<file path="src/rtl/key_dac_pkg.sv">
// Shared types and constants for the key-driven dual DAC setpoint controller.
package key_dac_pkg;

  localparam int unsigned DW_DEF        = 12;
  localparam int unsigned STEP_DEF      = 16;
  localparam int unsigned CODE_INIT_DEF = 2048;
  localparam int unsigned HOLD_CYC_DEF  = 25_000_000;
  localparam int unsigned RPT_CYC_DEF   = 5_000_000;
  localparam int unsigned CODE_MAX      = (1 << DW_DEF) - 1;

  typedef enum logic [4:0] {
    StIdle   = 5'b00001,
    StHoldUp = 5'b00010,
    StHoldDn = 5'b00100,
    StRptUp  = 5'b01000,
    StRptDn  = 5'b10000
  } key_fsm_e;

endpackage

</file>
<file path="src/rtl/key_repeat_timer.sv">
// Hold / auto-repeat interval timer shared by both step directions.
module key_repeat_timer #(
  parameter int unsigned HOLD_CYC = 25_000_000,
  parameter int unsigned RPT_CYC  = 5_000_000
) (
  input  logic clk,
  input  logic rst_n,
  input  logic clear,
  input  logic run,
  input  logic phase,
  output logic step
);

  logic [31:0] cnt_q, cnt_d;
  logic [31:0] limit;

  always_comb begin
    limit = phase ? 32'(RPT_CYC - 1) : 32'(HOLD_CYC - 1);
    step  = run && (cnt_q >= limit);
    cnt_d = cnt_q;
    if (clear) begin
      cnt_d = '0;
    end else if (run) begin
      // Wrapping at the step also starts the next interval from zero.
      cnt_d = step ? '0 : cnt_q + 32'd1;
    end
  end

  always_ff @(posedge clk) begin
    if (rst_n) begin
      cnt_q <= '0;
    end else begin
      cnt_q <= cnt_d;
    end
  end

endmodule

</file>
<file path="src/rtl/key_dac_ctrl.sv">
// UP/DN/CH key handling for two DAC setpoints with auto-repeat and
// single-cycle update requests towards the serial DAC driver.
module key_dac_ctrl
  import key_dac_pkg::*;
#(
  parameter int unsigned DW        = DW_DEF,
  parameter int unsigned STEP      = STEP_DEF,
  parameter int unsigned CODE_INIT = CODE_INIT_DEF,
  parameter int unsigned HOLD_CYC  = HOLD_CYC_DEF,
  parameter int unsigned RPT_CYC   = RPT_CYC_DEF
) (
  input  logic          clk,
  input  logic          rst_n,
  input  logic          up_flag,
  input  logic          up_state,
  input  logic          dn_flag,
  input  logic          dn_state,
  input  logic          ch_flag,
  input  logic          ch_state,
  input  logic          dac_busy,
  output logic          dac_req,
  output logic          dac_chan,
  output logic [DW-1:0] dac_code,
  output logic          sel_chan
);

  localparam logic [DW-1:0] CodeMax  = '1;
  localparam logic [DW-1:0] CodeInit = DW'(CODE_INIT);
  localparam logic [DW:0]   StepW    = (DW + 1)'(STEP);

  logic up_press, up_rel, dn_press, dn_rel, ch_press;

  key_fsm_e state_q, state_d;
  logic     step_up, step_dn;
  logic     tmr_clear, tmr_run, tmr_phase, tmr_step;

  logic [DW-1:0] code_a_q, code_a_d, code_b_q, code_b_d;
  logic [DW-1:0] code_cur, code_up, code_dn, code_new;
  logic [DW:0]   code_sum;
  logic          code_wr_a, code_wr_b;

  logic          sel_q, sel_d;
  logic          pend_a_q, pend_a_d, pend_b_q, pend_b_d;
  logic          req_ok, req_a, req_b;
  logic          dac_req_q, dac_req_d, dac_chan_q, dac_chan_d;
  logic [DW-1:0] dac_code_q, dac_code_d;

  // A flag with the key low is a press; with the key high it is a release.
  assign up_press = up_flag & ~up_state;
  assign up_rel   = up_flag & up_state;
  assign dn_press = dn_flag & ~dn_state;
  assign dn_rel   = dn_flag & dn_state;
  assign ch_press = ch_flag & ~ch_state;

  assign tmr_clear = (state_q == StIdle);
  assign tmr_run   = (state_q != StIdle);
  assign tmr_phase = (state_q == StRptUp) || (state_q == StRptDn);

  key_repeat_timer #(
    .HOLD_CYC(HOLD_CYC),
    .RPT_CYC (RPT_CYC)
  ) u_timer (
    .clk  (clk),
    .rst_n(rst_n),
    .clear(tmr_clear),
    .run  (tmr_run),
    .phase(tmr_phase),
    .step (tmr_step)
  );

  always_ff @(posedge clk) begin
    if (rst_n) begin
      state_q <= StIdle;
    end else begin
      state_q <= state_d;
    end
  end

  always_comb begin
    state_d = state_q;
    unique case (state_q)
      StIdle: begin
        if (up_press && !dn_press) begin
          state_d = StHoldUp;
        end else if (dn_press && !up_press) begin
          state_d = StHoldDn;
        end
      end
      StHoldUp: begin
        if (up_rel) begin
          state_d = StIdle;
        end else if (tmr_step) begin
          state_d = StRptUp;
        end
      end
      StHoldDn: begin
        if (dn_rel) begin
          state_d = StIdle;
        end else if (tmr_step) begin
          state_d = StRptDn;
        end
      end
      StRptUp: begin
        if (up_rel) state_d = StIdle;
      end
      StRptDn: begin
        if (dn_rel) state_d = StIdle;
      end
      default: state_d = StIdle;
    endcase
  end

  // Release wins over a step falling due on the same edge.
  always_comb begin
    step_up = 1'b0;
    step_dn = 1'b0;
    unique case (state_q)
      StIdle: begin
        step_up = up_press && !dn_press;
        step_dn = dn_press && !up_press;
      end
      StHoldUp, StRptUp: step_up = tmr_step && !up_rel;
      StHoldDn, StRptDn: step_dn = tmr_step && !dn_rel;
      default: ;
    endcase
  end

  // Saturating step on the currently selected channel.
  always_comb begin
    code_cur  = sel_q ? code_b_q : code_a_q;
    code_sum  = {1'b0, code_cur} + StepW;
    code_up   = (code_sum > {1'b0, CodeMax}) ? CodeMax : code_sum[DW-1:0];
    code_dn   = ({1'b0, code_cur} < StepW) ? '0 : code_cur - StepW[DW-1:0];
    code_new  = step_up ? code_up : code_dn;
    code_wr_a = (step_up || step_dn) && (code_new != code_cur) && !sel_q;
    code_wr_b = (step_up || step_dn) && (code_new != code_cur) && sel_q;
    code_a_d  = code_wr_a ? code_new : code_a_q;
    code_b_d  = code_wr_b ? code_new : code_b_q;
    sel_d     = sel_q ^ ch_press;
  end

  // Requests carry the pre-step code; a coincident step re-arms pend.
  always_comb begin
    req_ok     = !dac_busy && !dac_req_q && (pend_a_q || pend_b_q);
    req_a      = req_ok && pend_a_q;
    req_b      = req_ok && !pend_a_q;
    pend_a_d   = (pend_a_q && !req_a) || code_wr_a;
    pend_b_d   = (pend_b_q && !req_b) || code_wr_b;
    dac_req_d  = req_ok;
    dac_chan_d = dac_chan_q;
    dac_code_d = dac_code_q;
    if (req_a) begin
      dac_chan_d = 1'b0;
      dac_code_d = code_a_q;
    end else if (req_b) begin
      dac_chan_d = 1'b1;
      dac_code_d = code_b_q;
    end
  end

  always_ff @(posedge clk) begin
    if (rst_n) begin
      code_a_q   <= CodeInit;
      code_b_q   <= CodeInit;
      sel_q      <= 1'b0;
      pend_a_q   <= 1'b1;
      pend_b_q   <= 1'b1;
      dac_req_q  <= 1'b0;
      dac_chan_q <= 1'b0;
      dac_code_q <= '0;
    end else begin
      code_a_q   <= code_a_d;
      code_b_q   <= code_b_d;
      sel_q      <= sel_d;
      pend_a_q   <= pend_a_d;
      pend_b_q   <= pend_b_d;
      dac_req_q  <= dac_req_d;
      dac_chan_q <= dac_chan_d;
      dac_code_q <= dac_code_d;
    end
  end

  assign dac_req  = dac_req_q;
  assign dac_chan = dac_chan_q;
  assign dac_code = dac_code_q;
  assign sel_chan = sel_q;

endmodule
</file>
<file path="config.mk">
export PLATFORM = sky130hd
export DESIGN_NAME = key_dac_ctrl
export DESIGN_NICKNAME = d
export VERILOG_FILES = /design/src/rtl/key_dac_pkg.sv /design/src/rtl/key_repeat_timer.sv /design/src/rtl/key_dac_ctrl.sv
export SDC_FILE = /design/constraint.sdc
export NUM_CORES = 1
export LEC_CHECK = 0
export ABC_AREA = 1
export BUFFER_PORTS_ARGS = -buffer_cell sky130_fd_sc_hd__buf_2
export CAP_MARGIN = 40
export CORE_ASPECT_RATIO = 1.2
export CORE_MARGIN = 1
export CORE_UTILIZATION = 47
export CTS_CLUSTER_SIZE = 8
export DETAILED_ROUTE_END_ITERATION = 8
export PLACE_DENSITY = 0.64
export SKIP_CTS_REPAIR_TIMING = 1
export SLEW_MARGIN = 10
export SYNTH_ARGS = -nofsm -noshare
export SYNTH_HDL_FRONTEND = slang
export SYNTH_SLANG_ARGS = --single-unit
</file>
<file path="constraint.sdc">
create_clock -name clk -period 6 [get_ports clk]
set_input_delay 1.2 -clock clk [delete_from_list [all_inputs] [get_ports clk]]
set_output_delay 1.2 -clock clk [all_outputs]
set_load 0.03 [all_outputs]
</file>
==> impl_results.md, run 1 <==
* Inserted Clock Buffers at 9
* Worst setup SP type: register
* DRT Pass-1 Iters at 4
* Die Span Y at 111.1 um
* Peak supply drop at about 0.00022 V
* Worst hold stages at 1
* Leakage power at roughly 2.5 nW
* Worst min-delay path class: reg -> reg
* Status: finished clean
* Leading cell type in the layout, fill and taps excluded: nand2_1
* Pwr Density at about 430 nW/um^2
* Nets at 753
* Most frequent cells in the layout: nand2_1, nor2_1, inv_1, dfxtp_1, o21ai_0
* Cell row count at 39
* DR iter-0 viols at about 230
* H-tree level count at 3
* R2r setup slk at 2180 ps
* Netlist cell types at 45
* Core ar. at approximately 9600 um^2
* Initial core utilization at 48.77%
* CTS tree: done
* Overall Global Routing Usage at 22.87%
* Syn Inst Count at 710
* Share of the synthesized area in the top cell type at between 30 and 40%
* Post-DP HPWL at 8307 um
* Worst slew pin tran at 664.9 ps
* Die span in x at 92.94 um
* Clock sink count at 78
* Minimum clock period at 3824 ps
* Global-route wire length before repair at 18560 um
* Area of the mapped netlist at around 4700 um^2
* CP Data Required Time at 6230 ps
* Final Cell Area at 5211 um^2
* Routed len/inst at 12.88 um
* Skew final at 5.540 ps
* Share of cells above drive strength 1 at 11.67%
* CP max-delay cell: nand3_4
* Gr ovfl total at 0
* Number of diodes at 0
* Reg clk slew, reported paths at 60 ps
* Slowest cell delay on critical path at approximately 380 ps
* Pre-CTS setup slack at 2227 ps
* DP Area at 4868 um^2
* Worst-skew pair later-pin latency at 330 ps
* Final Cycle Share at 63.73%
* Vias at 4383
* Setup TNS at 0 ps
* Synth top area cells: dfxtp_1, nand2_1, nor2_1
* DIE AREA at roughly 10000 um^2
* Max FO, Critical Path at 18
* CP endpoint kind: register
* Synthesis Warnings at 0
* Final Hold Viols at 0
* Max Clk Rate at 0.2615 GHz
* Crit Reg-Reg Startpoint: state_q[1]$_SDFFE_PP0P_
* Largest net degree at the start of global routing at 31
* DRC Markers at 0
* Initial antenna violation count at 0
* Reg2Reg Depth at 22
* Crit path arrival time at 4050 ps
* CP delay by family, top: simple AND/OR/NAND/NOR gates
* Buf/Inv on CP at 3
* Final cell count without fillers at between 800 and 900
* Max cap viols at 0
* Post-DRT Antenna Nets at 0
* Post-route setup slack at 2176 ps
* Min-delay src: u_timer.cnt_q[0]$_SDFFE_PP0N_
* RSZ-0062 raised after global routing: false
* Max Root-Sink Buffers at 2
* Yosys top cell by area: dfxtp_1
* Vias in the first global route at roughly 4100
* Detail-routed via count per cell at 5.097
* Synth Area per Inst at 6.570 um^2
* # IOs at 24
* Crit path top cell by count: nand2_1
* Relative slew margins at a little under three fifths
* Hold EP: u_timer.cnt_q[0]$_SDFFE_PP0N_
* Seq/Total Area, Yosys at between 30 and 40%
* Final core occ at a little over half
* Synth Register Bits at 78
* Area Overhead vs Synth at 11.72%
* GPL Wtd Cong at 0.9070
* Final-report max-slew violation count at 0
* Port bufs at 23
* Setup-failing EPs final at 0
* Worst flop-to-flop path endpoint: code_b_q[1]$_SDFFE_PP0P_
* Post-Place Cells at 844
* Routed wire length at 11080 um
* Setup CP Type: reg -> reg
* CTS Root Cell: clkbuf_16
* Critical path, cell by cell: inv_1 -> nand2_1 -> nor4_1 -> inv_1 -> nand2_1 -> ha_1 -> nand2_1 -> nor2_1 -> nand2_1 -> nand3_1 -> a21oi_1 -> nand2_1 -> nand2_1 -> o21ai_0 -> nand2_1 -> inv_1 -> nand2_1 -> nand3_2 -> nand3_4 -> nand2_1 -> nand2_1 -> nor2_1
-- cell families after synthesis --
group	synth area share, %
buffers and inverters	11.72
AND/OR/NAND/NOR	39.19
flip-flops	33.48
AO/OA/AOI/OAI	11.19
adder cells (fa/ha/maj)	3.219
other	0.08039
XOR/XNOR	1.127
-- flip-flops by register name, summed over array words and instances, names as in the netlist --
signal	cells
dac_req	1
state_q	5
u_timer.cnt_q	32
sel_chan	1
pend_b_q	1
code_a_q	12
pend_a_q	1
dac_chan	1
code_b_q	12
dac_code	12
-- metrics by stage --
stage / hold WS (ps) / power (mW)
global route: 488.1 / 2.425
floorplan: 417.6 / 1.445
detailed placement: 433.4 / 1.640
finish: 443.3 / 2.250
CTS: 447.6 / 2.261
global placement: 429.1 / 1.620
-- how the worst max path moves through the flow --
| stage | from | end | depth (start not counted) |
|---|---|---|---|
| 2_1_floorplan | sel_chan$_SDFF_PP0_ | code_b_q[10]$_SDFFE_PP0P_ | 25 |
| 4_1_cts | state_q[1]$_SDFFE_PP0P_ | code_b_q[1]$_SDFFE_PP0P_ | 25 |
| 3_3_place_gp | state_q[1]$_SDFFE_PP0P_ | code_b_q[2]$_SDFFE_PP0P_ | 24 |
| 3_5_place_dp | state_q[1]$_SDFFE_PP0P_ | code_b_q[1]$_SDFFE_PP0P_ | 25 |
| 5_1_grt | state_q[1]$_SDFFE_PP0P_ | code_b_q[3]$_SDFFE_PP0P_ | 25 |
| 6_report | state_q[1]$_SDFFE_PP0P_ | code_b_q[1]$_SDFFE_PP0P_ | 22 |
-- worst register-to-register path: stages, from the launching register on --
cell     delay (ps)
dfxtp_1         320
inv_1            90
nand2_1          70
nor4_1          370
inv_1           110
nand2_1         270
ha_1            310
nand2_1          70
nor2_1           50
nand2_1          50
nand3_1          60
a21oi_1         220
nand2_1         160
nand2_1         130
o21ai_0         110
nand2_1         170
inv_1            80
nand2_1         110
nand3_2         360
nand3_4         390
nand2_1         100
nand2_1          80
nor2_1           50
-- power breakdown --
| group | internal (mW) | leakage [nW] | switching (mW) | total, mW |
|---|---|---|---|---|
| combinational | 0.292 | 1.66 | 0.698 | 0.989 |
| sequential | 0.604 | 0.636 | 0.0425 | 0.646 |
| clock | 0.400 | 0.165 | 0.215 | 0.614 |
-- layout make-up --
type | instances | area (um^2)
fill | 965 | 4353
timing repair buffer | 27 | 168.9
clock inverter | 4 | 76.32
sequential | 78 | 1562
multi-input combinational | 507 | 2575
clock buffer | 12 | 266.5
inverter | 109 | 409.1
tap | 123 | 153.9
-- cells in the mapped netlist, drive strengths merged --
master	number
nor3b	3
nand2	180
dfxtp	78
nor3	14
nor4	3
nor2	113
o31ai	1
clkbuf	12
a22oi	1
nand3b	1
o21a	1
o211a	1
xor2	6
nand3	46
or2	2
nand4	28
a21oi	25
o211ai	2
ha	12
a221oi	3
a211oi	4
inv	108
a31oi	3
a21boi	1
buf	9
o21ai	51
conb	1
clkinv	1
-- layer usage --
metal / share of wire, % / GRT usage [%] / vias up
met1: 42 / 24.23 / 1982
li1: - / - / 2310
met2: 51 / 41.62 / 70
met3: 3.3 / 5.281 / 21
met4: 3.4 / 11.18 / 0
met5: 0 / 0 / -
Note: power is estimated with default switching activity, not from simulation.
==> inputs of run 2 (changes only) <==
Settings changed: PLACE_DENSITY 0.64 to 0.66.
Clock period 6 ns to 3.4 ns, I/O delays scaled along.
==> run 2 against run 1 <==
Against the previous run:
- first-iteration DRC count fell by 24%
- via count rose by 3.8%
- sequential share of layout area fell by 0.78 points
- total power rose by 81%
- core utilization rose by 1.5 points
- critical endpoint is now code_a_q[3]$_SDFFE_PP0P_
- sequential power rose by 76%
- worst hold slack improved by 6.1 ps
==> impl_results.md, run 2 (synthesis results as in run 1) <==
* Status: finished clean
* Max cap viols at 0 (unchanged)
* Setup TNS at 0 ps (unchanged)
* Largest net degree at the start of global routing at 22 (-29%)
* Post-DRT Antenna Nets at 0 (unchanged)
* Worst hold stages at 1 (unchanged)
* Detail-routed via count per cell at 5.176 (+1.6%)
* H-tree level count at 3 (unchanged)
* Clock sink count at 78 (unchanged)
* Share of cells above drive strength 1 at 14.95% (+3.3 points)
* Post-route setup slack at 250.2 ps (-1926 ps)
* Worst Hold Slack at 449.5 ps (+6.145 ps)
* Routed len/inst at 13.09 um (+1.7%)
* Max FO, Critical Path at 11 (-7)
* Post-DP HPWL at 8694 um (+4.7%)
* Area Overhead vs Synth at 14.81%
* Max FFs per register at 32 (unchanged)
* Pwr Density at 761.8 nW/um^2 (+76%)
* Leakage power at 2.535 nW (+3.2%)
* CP Data Required Time at 3630 ps (-2600 ps)
* Reg power frac at 28.1% (-0.6 points)
* Final-report max-slew violation count at 0 (unchanged)
* Most frequent cells in the layout: nand2_1, nor2_1, inv_1, dfxtp_1, o21ai_0
* DRT Pass-1 Iters at 4 (unchanged)
* Global routing's busiest layer: met2
* Initial antenna violation count at 0 (unchanged)
* Switching Share at 43.32% (+0.89 points)
* Pre-CTS setup slack at 36.02 ps (-2191 ps)
* Skew final at 6.269 ps (+0.7287 ps)
* Gr ovfl total at 0 (unchanged)
* Routed wire length at 11510 um (+3.9%)
* DRC Markers at 0 (unchanged)
* Final Hold Viols at 0 (unchanged)
* Number of diodes at 0 (unchanged)
* CTS tree: done
* GR Util met1 at 25.12% (+0.88 points)
* Core ar. at 9564 um^2 (unchanged)
* Max Clk Rate at 0.3175 GHz (+21%)
* Final Cycle Share at 92.64% (+29 points)
* Worst setup SP type: register
* Reg2Reg Depth at 24 (+9.1%)
* DR iter-0 viols at 172 (-24%)
* Worst min-delay path class: reg -> reg
* Global-route wire length before repair at 19120 um (+3.0%)
* Die span in x at 92.94 um (unchanged)
* GPL Wtd Cong at 0.9230 (+1.8%)
* Nets at 772 (+2.5%)
* Minimum clock period at 3150 ps (-674.0 ps)
* Fillers at 964 (-0.10%)
* Vias in the first global route at 4379 (+6.0%)
* CP endpoint kind: register
* # IOs at 24 (unchanged)
* Met3 Track Usage GR at 3.909% (-1.4 points)
* Reg clk slew, reported paths at 60 ps (about the same)
* R2r setup slk at 250 ps (-1930 ps)
* Setup-failing EPs final at 0 (unchanged)
* Relative slew margins at 57.38% (+2.0 points)
* Most flops, register: u_timer.cnt_q
* Cell row count at 39 (unchanged)
* Clk pwr share at 25.6% (-1.7 points)
* Die Span Y at 111.1 um (unchanged)
* Leading cell type in the layout, fill and taps excluded: nand2_1
* Max Root-Sink Buffers at 2 (unchanged)
* CTS Root Cell: clkbuf_16
* Comb pwr share at 46.4% (+2.4 points)
* Worst slew pin tran at 638.6 ps (-26.29 ps)
* Crit path arrival time at 3380 ps (-670 ps)
* Routing usage on met2 at 42.01% (+0.39 points)
* Setup CP Type: reg -> reg
* Vias at 4550 (+3.8%)
* Power Internal at 2.312 mW (+79%)
* Peak supply drop at 0.0003402 V (+56%)
* DIE AREA at 10330 um^2 (unchanged)
* Port bufs at 23 (unchanged)
* Overall Global Routing Usage at 23.22% (+0.35 points)
* Initial core utilization at 48.77% (unchanged)
* Inserted Clock Buffers at 9 (unchanged)
* Worst-skew pair later-pin latency at 340 ps (about the same)
* P_sw at 1.767 mW (+85%)
## run 2: cell count changes in the layout (fill, tap and decap cells not counted), moves of 2 or more
| cell | previous run | this run |
|---|---|---|
| buf_4 | 2 | 20 |
| clkbuf_8 | 3 | 0 |
| clkinv_2 | 0 | 2 |
| inv_2 | 7 | 9 |
| nand2_1 | 167 | 164 |
| nand2_4 | 4 | 6 |
| nand3_2 | 9 | 12 |
## run 2: final timing paths
| check | from | endpoint |
|---|---|---|
| worst max register to register | state_q[1]$_SDFFE_PP0P_ | code_a_q[3]$_SDFFE_PP0P_ |
| worst min register to register | u_timer.cnt_q[0]$_SDFFE_PP0N_ | u_timer.cnt_q[0]$_SDFFE_PP0N_ |
| worst min-delay path | u_timer.cnt_q[0]$_SDFFE_PP0N_ | u_timer.cnt_q[0]$_SDFFE_PP0N_ |
| worst max-delay path | state_q[1]$_SDFFE_PP0P_ | code_a_q[3]$_SDFFE_PP0P_ |
## run 2: area by class of cell
cell class                      instances  area (um^2)  share of cell area (%)
Clock buffer                            9        225.2                   4.206
Clock inverter                          7        95.09                   1.776
Inverter                              109        409.1                   7.640
Multi-Input combinational cell        509         2633                   49.16
Sequential cell                        78         1563                   29.18
Tap cell                              123        153.9                   2.874
Timing Repair Buffer                   44        276.5                   5.164
## run 2: critical path, cell delays in order (launching register included)
cell     delay (ps)
dfxtp_1         310
inv_1            90
nand2_2          80
nor4_4          270
inv_2            90
nand2_4         110
ha_1            250
nand2_1          80
nor2_1           60
nand2_1          60
nand3_1          60
a21oi_1         180
nand2_2         110
nand3_2         100
nand2_4          90
inv_2           120
nand2_1          70
nand2_1         120
nand2_1          70
nand2_1         100
nor2_4           50
nand2_8         100
nand3_2         210
nor2_1          180
nor2_1           60
## run 2: stage by stage
| step | instances | power [mW] | instance area [um^2] | util (%) |
|---|---|---|---|---|
| after floorplan | 715 | 2.550 | 4683 | - |
| after global placement | 857 | 2.934 | 4942 | 51.67 |
| after detailed placement | 858 | 2.967 | 4954 | 51.79 |
| after CTS | 874 | 4.026 | 5274 | 55.14 |
| after global routing | 879 | 4.372 | 5355 | 55.99 |
| final | 879 | 4.079 | 5355 | 55.99 |
## run 2: per-layer routing
layer  wire [um]  up-vias
met2        5950      101
met3         354       30
li1            -     2364
met5           0        -
met4         484        0
met1        4719     2055
## run 2: power groups by stage
| stage | clock network, mW | registers, mW | logic [mW] |
|---|---|---|---|
| floorplan | 0 | 1.19 | 1.36 |
| global placement | 0 | 1.15 | 1.78 |
| detailed placement | 0 | 1.16 | 1.81 |
| CTS | 1.07 | 1.14 | 1.82 |
| global route | 1.10 | 1.16 | 2.11 |
| finish | 1.04 | 1.14 | 1.89 |
==> inputs of run 3 (changes only) <==
Settings changed: REMOVE_ABC_BUFFERS from default to 1.
==> run 3 against run 2 <==
Against the previous run:
- via count grew 1.2%
- non-clock buffer count grew 2
- clock power is 7% lower
- critical path type unchanged
- highest routed layer unchanged
- critical endpoint is now code_b_q[0]$_SDFFE_PP0P_
- global-route usage grew 0.20 points
- worst setup slack got worse by 19 ps
- count of clock-buffer cells in the layout up 2
- worst hold slack better by 2.4 ps
- register-to-register slack lost 20 ps
- final area rose by 1.5%
- sequential share of layout area down 0.46 points
- flip-flop and latch count unchanged
- clock skew increased by 4.4 ps
==> impl_results.md, run 3 (synthesis results as in run 1) <==
* Status: finished clean
* Nets at 777 (+0.65%)
* Min-delay src: u_timer.cnt_q[0]$_SDFFE_PP0N_
* Crit path top cell by count: nand2_1
* Relative slew margins at 55.12% (-2.3 points)
* Pre-CTS setup slack at -24.78 ps (-60.80 ps)
* Vias at 4603 (+1.2%)
* Cell row count at 39 (unchanged)
* Max cap viols at 0 (unchanged)
* Area Overhead vs Synth at 16.55%
* Worst flop-to-flop path endpoint: code_b_q[0]$_SDFFE_PP0P_
* Routed len/inst at 13.47 um (+2.9%)
* Most frequent cells in the layout: nand2_1, nor2_1, inv_1, dfxtp_1, o21ai_0
* Worst min-delay path class: reg -> reg
* Reg2Reg Depth at 26 (+8.3%)
* Routed wire length at 11910 um (+3.5%)
* Initial antenna violation count at 0 (unchanged)
* Max FFs per register at 32 (unchanged)
* Max Root-Sink Buffers at 2 (unchanged)
* Fillers at 939 (-2.6%)
* CP endpoint kind: register
* Vias in the first global route at 4230 (-3.4%)
* Pwr Density at 767.6 nW/um^2 (+0.76%)
* Worst hold stages at 1 (unchanged)
* Inserted Clock Buffers at 9 (unchanged)
* Reg clk slew, reported paths at 70 ps (about the same)
* Setup CP Type: reg -> reg
* Core ar. at 9564 um^2 (unchanged)
* Most flops, register: u_timer.cnt_q
* GPL Wtd Cong at 0.9469 (+2.6%)
* Final Hold Viols at 0 (unchanged)
* DRC Markers at 0 (unchanged)
* Setup-failing EPs final at 0 (unchanged)
* CTS Root Cell: clkbuf_16
* Number of diodes at 0 (unchanged)
* R2r setup slk at 230 ps (-20 ps)
* Overall Global Routing Usage at 23.42% (+0.20 points)
* Initial core utilization at 48.77% (unchanged)
* Hold EP: u_timer.cnt_q[0]$_SDFFE_PP0N_
* DR iter-0 viols at 289 (+68%)
* Skew final at 10.68 ps (+4.410 ps)
* Post-route setup slack at 231.0 ps (-19.18 ps)
* Leading cell type in the layout, fill and taps excluded: nand2_1
* Max FO, Critical Path at 11 (unchanged)
* Crit Reg-Reg Startpoint: state_q[1]$_SDFFE_PP0P_
* Max Clk Rate at 0.3156 GHz (-0.61%)
* Crit path arrival time at 3420 ps (+40 ps)
* Post-DRT Antenna Nets at 0 (unchanged)
* Worst-skew pair later-pin latency at 340 ps (about the same)
* Global-route wire length before repair at 19190 um (+0.36%)
* Final-report max-slew violation count at 0 (unchanged)
* Gr ovfl total at 0 (unchanged)
* DRT Pass-1 Iters at 5 (+1)
* Worst slew pin tran at 668.8 ps (+30.22 ps)
* Largest net degree at the start of global routing at 29 (+32%)
* Worst setup SP type: register
* Leakage power at 2.556 nW (+0.81%)
* Post-DP HPWL at 8690 um (about the same)
* CP Data Required Time at 3650 ps (+20 ps)
* CTS tree: done
* Die span in x at 92.94 um (unchanged)
* Clock sink count at 78 (unchanged)
* Share of cells above drive strength 1 at 15.11% (+0.16 points)
* DIE AREA at 10330 um^2 (unchanged)
* Slowest cell delay on critical path at 310 ps (about the same)
* Port bufs at 23 (unchanged)
* Final Cycle Share at 93.21% (+0.56 points)
* # IOs at 24 (unchanged)
* Setup TNS at 0 ps (unchanged)
* Minimum clock period at 3169 ps (+19.18 ps)
* Peak supply drop at 0.0003512 V (+3.2%)
* Die Span Y at 111.1 um (unchanged)
* H-tree level count at 3 (unchanged)
* Detail-routed via count per cell at 5.207 (+0.59%)
* CP max-delay cell: dfxtp_1
[run 3: cell count changes in the layout (fill, tap and decap cells not counted), moves of 2 or more]
cell / previous run / this run
inv_2: 9 / 7
clkbuf_1: 0 / 2
nand3_2: 12 / 8
nand3_4: 2 / 7
[run 3: worst max path at each step]
| stage | startpoint | to | slack (ps) | depth (start not counted) |
|---|---|---|---|---|
| 2_1_floorplan | sel_chan$_SDFF_PP0_ | code_b_q[10]$_SDFFE_PP0P_ | -190 | 24 |
| 3_3_place_gp | state_q[0]$_SDFFE_PP1P_ | code_a_q[2]$_SDFFE_PP0P_ | 130 | 26 |
| 3_5_place_dp | state_q[1]$_SDFFE_PP0P_ | code_a_q[3]$_SDFFE_PP0P_ | -20 | 26 |
| 4_1_cts | state_q[1]$_SDFFE_PP0P_ | code_a_q[2]$_SDFFE_PP0P_ | -40 | 24 |
| 5_1_grt | state_q[1]$_SDFFE_PP0P_ | code_a_q[6]$_SDFFE_PP0P_ | -40 | 26 |
| 6_report | state_q[1]$_SDFFE_PP0P_ | code_b_q[0]$_SDFFE_PP0P_ | 230 | 26 |
[run 3: worst max-delay path, delay by kind of cell (launching register included)]
kind,cells,cell delay [ps]
buf+inv,6,580
fa+ha+maj,1,280
simple gates,19,1890
flops,1,310
[run 3: cell type report]
| class | instances | area [um^2] | share of cell area [%] |
|---|---|---|---|
| multi-input cells | 512 | 2694 | 49.55 |
| flip-flops and latches | 78 | 1562 | 28.72 |
| inverters | 109 | 411.6 | 7.572 |
| repair buffers | 46 | 324.1 | 5.961 |
| clock buffers | 11 | 232.7 | 4.281 |
| well taps | 123 | 153.9 | 2.831 |
| clock inverters | 5 | 58.81 | 1.082 |
[run 3: power by group]
part / total (mW) / switching (mW) / internal (mW)
logic: 2.06 / 1.38 / 0.683
clock network: 0.970 / 0.399 / 0.571
registers: 1.14 / 0.0755 / 1.07
[run 3: metrics by stage]
step	power [mW]	instances	cell area [um^2]	utilization, %	hold WS (ps)
CTS	3.941	874	5265	55.05	449.4
global route	4.464	884	5436	56.84	464.9
global placement	2.928	856	4935	51.60	427.2
detailed placement	2.967	858	4974	52.00	435.3
finish	4.173	884	5436	56.84	451.9
floorplan	2.475	694	4546	-	417.6
[run 3: routing by layer]
metal,global-route usage [%],up-vias,wire length [um]
met5,0,-,0
met4,9.744,0,399
met3,4.801,31,462
met2,42.21,102,6057
met1,26.26,2096,4989
li1,-,2374,-
